## src/rtl/core_bench_cpu.sv

```systemverilog
// core_bench_cpu -- minimal 4-bit E0C6S46-style core used as an instruction bench target.
// Executes PSET, JP, NOP5, NOP7, EI and DI. Every other word executes as NOP5.
// Optionally runs the 12-clock interrupt entry, which pushes the PC nibbles to RAM.
//
// Optional feature: define CORE_INTERRUPT_EN to build the interrupt sequencer,
// the RAM stack push and the STEP2 flag clear. Without it, interrupt_req is
// ignored, ram_we is tied low, and EI/DI still set and clear i_flag.
//
// Ports:
//   clk, reset_n   clock; asynchronous active-low reset
//   rom_addr       fetch address (= pc)
//   rom_data       instruction word, sampled in stage 0
//   ram_addr/ram_wdata/ram_we   stack push port (valid while ram_we is high)
//   interrupt_req  15 request lines, bit 0 has the highest priority
//   instr_done     high in the last clock of an instruction or interrupt entry
//   pc, np, sp, i_flag   architectural state
`timescale 1ns/1ps
module core_bench_cpu #(
  parameter logic [12:0] RESET_PC = 13'h0100,
  parameter logic [7:0]  RESET_SP = 8'h00
) (
  input  logic        clk,
  input  logic        reset_n,
  output logic [12:0] rom_addr,
  input  logic [11:0] rom_data,
  output logic [7:0]  ram_addr,
  output logic [3:0]  ram_wdata,
  output logic        ram_we,
  input  logic [14:0] interrupt_req,
  output logic        instr_done,
  output logic [12:0] pc,
  output logic [4:0]  np,
  output logic [7:0]  sp,
  output logic        i_flag
);

  localparam logic [11:0] OP_NOP7 = 12'hFFF;
  localparam logic [11:0] OP_EI   = 12'hF48;
  localparam logic [11:0] OP_DI   = 12'hF57;

  typedef enum logic {ST_EXEC, ST_INT} state_t;

  state_t      state, state_n;
  logic [3:0]  stage, stage_n;
  logic [11:0] ir, ir_n;
  logic [12:0] pc_n, pc_inc;
  logic [4:0]  np_n;
  logic [7:0]  sp_n;
  logic        if_n;
  logic        pset_last, pl_n;
  logic [11:0] word;
  logic        last;

`ifdef CORE_INTERRUPT_EN
  logic [3:0] vec_k, k_n;

  // Index of the lowest set request bit (bit 0 wins).
  function automatic logic [3:0] lowest_req(input logic [14:0] r);
    lowest_req = '0;
    for (int i = 14; i >= 0; i--)
      if (r[i]) lowest_req = 4'(i);
  endfunction
`else
  logic unused_int;
  assign unused_int = ^interrupt_req;
`endif

  assign rom_addr = pc;
  assign pc_inc   = pc + 13'd1;
  // rom_data is only meaningful in stage 0; later stages decode the latched word.
  assign word     = (stage == 4'd0) ? rom_data : ir;

  always_ff @(posedge clk or negedge reset_n) begin
    if (!reset_n) begin
      state     <= ST_EXEC;
      stage     <= '0;
      ir        <= '0;
      pc        <= RESET_PC;
      np        <= RESET_PC[12:8];
      sp        <= RESET_SP;
      i_flag    <= 1'b0;
      pset_last <= 1'b0;
`ifdef CORE_INTERRUPT_EN
      vec_k     <= '0;
`endif
    end else begin
      state     <= state_n;
      stage     <= stage_n;
      ir        <= ir_n;
      pc        <= pc_n;
      np        <= np_n;
      sp        <= sp_n;
      i_flag    <= if_n;
      pset_last <= pl_n;
`ifdef CORE_INTERRUPT_EN
      vec_k     <= k_n;
`endif
    end
  end

  always_comb begin
    state_n    = state;
    stage_n    = stage + 4'd1;
    ir_n       = ir;
    pc_n       = pc;
    np_n       = np;
    sp_n       = sp;
    if_n       = i_flag;
    pl_n       = pset_last;
    last       = 1'b0;
    instr_done = 1'b0;
    ram_we     = 1'b0;
    ram_addr   = sp;
    ram_wdata  = '0;
`ifdef CORE_INTERRUPT_EN
    k_n        = vec_k;
`endif

    if (state == ST_EXEC) begin
      if (stage == 4'd0) ir_n = rom_data;
      last = (stage == ((word == OP_NOP7) ? 4'd6 : 4'd4));
      if (last) begin
        instr_done = 1'b1;
        if (word[11:8] == 4'h0) begin
          // JP: np already holds the target page, so the reload leaves it unchanged.
          pc_n = {np, word[7:0]};
          pl_n = 1'b0;
        end else if (word[11:5] == 7'b1110010) begin
          np_n = word[4:0];
          pc_n = pc_inc;
          pl_n = 1'b1;
        end else begin
          pc_n = pc_inc;
          np_n = pc_inc[12:8];
          pl_n = 1'b0;
          if (word == OP_EI)      if_n = 1'b1;
          else if (word == OP_DI) if_n = 1'b0;
        end
      end
    end
`ifdef CORE_INTERRUPT_EN
    else begin
      if (stage == 4'd2) if_n = 1'b0;
      // Push page, then high step nibble, then low step nibble, going down from sp.
      case (stage)
        4'd3: begin ram_we = 1'b1; ram_addr = sp - 8'd1; ram_wdata = pc[11:8]; end
        4'd5: begin ram_we = 1'b1; ram_addr = sp - 8'd2; ram_wdata = pc[7:4];  end
        4'd7: begin ram_we = 1'b1; ram_addr = sp - 8'd3; ram_wdata = pc[3:0];  end
        default: ;
      endcase
      if (stage == 4'd11) begin
        last       = 1'b1;
        instr_done = 1'b1;
        sp_n       = sp - 8'd3;
        pc_n       = {pc[12], 4'h1, 3'b000, vec_k, 1'b1};
        np_n       = {pc[12], 4'h1};
      end
    end
`endif

    // Boundary: the entry decision sees the flags as they are after this commit,
    // so an EI enters at once and a PSET defers the next instruction.
    if (last) begin
      stage_n = '0;
      state_n = ST_EXEC;
`ifdef CORE_INTERRUPT_EN
      if (if_n && (|interrupt_req) && !pl_n) begin
        state_n = ST_INT;
        k_n     = lowest_req(interrupt_req);
      end
`endif
    end
  end

endmodule

```

## config.mk

```make
export PLATFORM = sky130hd
export DESIGN_NAME = core_bench_cpu
export DESIGN_NICKNAME = d
export VERILOG_FILES = /design/src/rtl/core_bench_cpu.sv
export SDC_FILE = /design/constraint.sdc
export NUM_CORES = 1
export LEC_CHECK = 0
export ABC_AREA = 1
export CORE_ASPECT_RATIO = 0.9
export CORE_MARGIN = 1.5
export CORE_UTILIZATION = 25
export CTS_CLUSTER_DIAMETER = 60
export DETAILED_ROUTE_END_ITERATION = 8
export PLACE_DENSITY = 0.56
export SYNTH_ARGS = -nofsm -noshare
export SYNTH_HDL_FRONTEND = slang
export SYNTH_SLANG_ARGS = --single-unit
```

## constraint.sdc

```tcl
create_clock -name clk -period 2.9 [get_ports clk]
set_clock_uncertainty 0.15 [all_clocks]
set_input_delay 0.29 -clock clk [delete_from_list [all_inputs] [get_ports clk]]
set_output_delay 0.29 -clock clk [all_outputs]
set_load 0.02 [all_outputs]
```

# Word-level counts from Yosys, hierarchy flattened
# Cells that the tools add are included.
op_classes:
  addsub: 2
  n_eq_ne: 5
  mux: 8
  n_bitwise: 2
  n_reduce_logical: 5
ops:
  columns: ["op", "n"]
  rows:
  - ["$eq A12 B12 Y1 const B", 3]
  - ["$add A13 B1 Y13 const B", 1]
  - ["$mux W13", 1]
  - ["$mux W12", 1]
  - ["$logic_not A4 Y1", 2]
  - ["$eq A7 B7 Y1 const B", 1]
  - ["$mux W5", 1]
  - ["$add A4 B1 Y4 const B", 1]
  - ["$eq A4 B3 Y1", 1]
  - ["$mux W4", 1]
  - ["$reduce_and A4 Y1", 1]
  - ["$mux W1", 3]
  - ["$mux W2", 1]
  - ["$not A1 Y1", 2]
  - ["$reduce_and A2 Y1", 1]
  - ["$reduce_bool A2 Y1", 1]
totals:
  ff_bits: 35

# Depth between registers and ports, before layout
logic_depth:
  word_depth: 6
  depth_mapped: 16
  ltp_nobuf: 14

# Least setup slack after synthesis
# Ideal clock, no wire load.
synth_timing:
  path_type: "reg-to-output"
  startpoint: "reg stage[1]"
  endpoint: "out instr_done"
  arrival_time_ns: 1.788
  required_ns: 2.460
  path_slack_ns: 0.672
  stages_incl_launch_ff: 13
  path_buffers: 2
  cell_sequence: "dfrtp_1 > inv_1 > ha_1 > buf_4 > nand3_1 > nand2_2 > nand2_1 > nor2_4 > nand3_2 > nand2_2 > nand2_2 > nor2_4 > buf_4"
synth_between:
  elab_chain_len: 6
synth_lines:
  columns: ["item", "line", "text"]
  rows:
  - ["from (decl)", "44", "logic [3:0] stage, stage_n;"]
  - ["from (signal assigned)", "88", "stage <= stage_n;"]
  - ["$logic_not A4 Y1", "71", "assign word = (stage == 4'd0) ? rom_data : ir;"]
  - ["$mux W12", null, null]
  - ["via word[9]", "51", "logic [11:0] word;"]
  - ["$eq A12 B12 Y1", "121", "last = (stage == ((word == OP_NOP7) ? 4'd6 : 4'd4));"]
  - ["$mux W2", "121", null]
  - ["$eq A4 B3 Y1", "121", null]
  - ["$mux W1", "122", "if (last) begin"]
  - ["to (decl)", "30", "output logic instr_done,"]
# The timed path passes the listed nets, and every way through them passes these cells.

# Worst setup path in the final report
layout_timing:
  startpoint: "reg stage[0]"
  endpoint: "out instr_done"
# The elaborated chain is that of the path after synthesis.

==> summary.md <==
| Metric | Value |
|---|---|
| First-pass GRT wire length | 8.97 mm |
| ANT nets after route | 0 |
| Die H | 94.6 um |
| DR iter-0 viols | 98 |
| Worst slack at placement | -0.0597 ns |
| Clock sinks | 35 |
| Drc violations | 0 |
| Commonest non-fill, non-tap cell in the layout | nand2_1 |
| Fill cells | 973 |
| Share of layout cells above drive strength 1 | 19.1% |
| Crit path launch type | register |
| Global route overflow | 0 |
| # IOs | 83 |
| Max-cap viol count | 0 |
| Core region area | 9080 um^2 |
| CTS Buf Count | 5 |
| Total Routing Usage GR | 11.4% |
| P&R area growth vs syn | 27.2% |
| Die area | 9920 um^2 |
| DP HPWL | 3.98 mm |
| Mapped Cells | 294 |
| Status | finished, final reports clean |
| CP Capture Type | output port |
| Synth Area per Inst | 7.93 um^2 |
| RSZ-0062 raised after global routing | no |
| Sequential element share of the synthesized area | 37.7% |
| Dominant cells by area after synthesis | dfrtp_1, nand2_1, buf_4 |
| H-Tree Depth | 2 |
| Yosys reg bits | 35 |
| Nets | 376 |
| Slew HR | 66.0% |
| FP Rows | 33 |
| Worst setup startpoint | stage[0] |
| CTS root buf | clkbuf_8 |
| Starting Density | 25.7% |
| LEAKAGE | 0.00140 uW |
| CP dominant cell by count | nand2_1 |
| Setup-failing EPs final | 0 |
| Hold_buf cts | 0 |
| Max Fclk | 0.378 GHz |
| Power Dens Cells | 1090 nW/um^2 |
| Share of the synthesized area in the top cell type | 35.4% |
| Mapped Area | 2330 um^2 |
| Netlist cell types | 32 |
| Final WL | 5.33 mm |
| Tcrit/Tclk final | 91.2% |
| Initial antenna violation count | 0 |
| Max Fanout on Critical Path | 13 |
| Slew Viols, Final | 0 |
| VDD IR max | 0.307 mV |
| Tmin final | 2.65 ns |
| Max Buffers Root-to-Sink | 2 |
| CTS tree | yes |
| Yosys top cell by area | dfrtp_1 |
| Commonest cells after routing, fill and taps aside | nand2_1, clkdlybuf4s50_1, dfrtp_1, nand3_1, conb_1 |
| Worst-margin pin slew | 0.509 ns |
| Ys Warns | 0 |
| Worst-Skew Late Latency | 0.29 ns |
| Routed len/inst | 11.4 um |
| Vias per cell | 4.10 |
| DRT Pass-1 Iters | 4 |
| Vias post-DR | 1913 |
| CP Data Required Time | 2.46 ns |
| Worst hold path type | in -> async |
| Setup TNS | 0 ns |
| RePlAce Congestion | 0.844 |
| Horiz. Die Dim | 105 um |
| Final Hold Vio Count | 0 |
| Post-layout util | 32.7% |
| Crit path cell chain | inv_1 -> ha_4 -> nand2_4 -> nand2_1 -> nand2_1 -> nand2_1 -> nor2_2 -> nand3_2 -> nand2_2 -> nand2_2 -> nor2_4 -> dlygate4sd2_1 |
| Fin Hold WS | 0.254 ns |
| Worst-path clk slew | 0.07 ns |
| Final instance area | 2970 um^2 |
| Worst Path Arrival | 2.21 ns |
| Crit Path Class | reg -> out |
| I/O Buffers | 46 |
| Reg2reg start | stage[0] |
| Pin count of the biggest net entering global routing | 36 |
| Slowest Stage Delay on Critical Path | 0.35 ns |
| Placed instance area | 2840 um^2 |
| Vias in the first global route | 1881 |
| R2R depth | 15 |
| Final setup margin | 0.254 ns |
| Critical Path Slowest Stage Cell | dfrtp_1 |
| # diodes | 0 |
[synthesized netlist by cell type (all sizes together)]
master / count
or2: 3
nand3b: 1
xnor2: 3
nand2: 98
buf: 41
a21boi: 1
o211ai: 1
conb: 1
nor2: 14
nand4: 5
o21ai: 23
dfstp: 2
nor3: 3
nor4: 1
ha: 3
a21oi: 1
inv: 18
nand3: 30
xor2: 10
clkbuf: 2
dfrtp: 33
[area by class of cell]
cell class	count	area, um^2	area share, %
Multi-Input combinational cell	218	1150	38.6
Sequential cell	35	878	29.6
Timing Repair Buffer	66	622	21.0
Tap cell	122	153	5.15
Clock buffer	8	100	3.37
Inverter	18	67.6	2.28
[cell families after synthesis]
family | after synthesis | synth area share [%]
flops | 35 | 37.7
buf+inv | 61 | 17.0
xor+xnor | 13 | 4.88
compound gates | 26 | 7.24
simple gates | 155 | 31.5
other cells | 1 | 0.161
fa+ha+maj | 3 | 1.61
[path summary, 6_finish.rpt]
| check | to | slack [ns] |
|---|---|---|
| max | instr_done | 0.25 |
| min | pc[6] | 0.25 |
| max reg2reg | pc[5] | 0.42 |
| min reg2reg | np[0] | 0.33 |
| max in group asynchronous | np[0] | 1.99 |
| min in group clk | np[0] | 0.33 |
[repair_timing]
| action | CTS | global route |
|---|---|---|
| buffers inserted | 1 | 0 |
| gates resized for setup | 3 | 0 |
| hold endpoints to repair | 0 | 0 |
| endpoints found under the setup margin | 1 | 0 |
[routing by layer]
layer	up-vias	routed length, um	track usage [%]
met5	-	0	0
met4	0	95	4.34
met3	9	187	2.76
met2	37	2560	20.0
met1	879	2480	13.6
li1	988	-	-
[state kept, by name (all words and copies together) (netlist names)]
| name | flops |
|---|---|
| pc | 13 |
| np | 5 |
| i_flag | 1 |
| stage | 4 |
| ir | 12 |
[worst max-delay path, delay by kind of cell (launching register included)]
kind / cells / cell delay [ns]
adder cells (fa/ha/maj): 1 / 0.22
buffers and inverters: 2 / 0.42
flip-flops: 1 / 0.35
AND/OR/NAND/NOR: 9 / 0.93
[per-stage QoR]
stage          total power, uW  instances
2_1_floorplan             2210        314
3_3_place_gp              2790        458
3_5_place_dp              2820        458
4_1_cts                   3280        467
5_1_grt                   3540        467
6_report                  3250        467
[report_power, final]
group | switching (uW) | internal (uW) | leakage, uW
registers | 200 | 701 | 0.000441
clock network | 178 | 217 | 0.0000515
logic | 1110 | 842 | 0.000904
total | 1490 | 1760 | 0.00140
(Power assumes the default switching activity.)
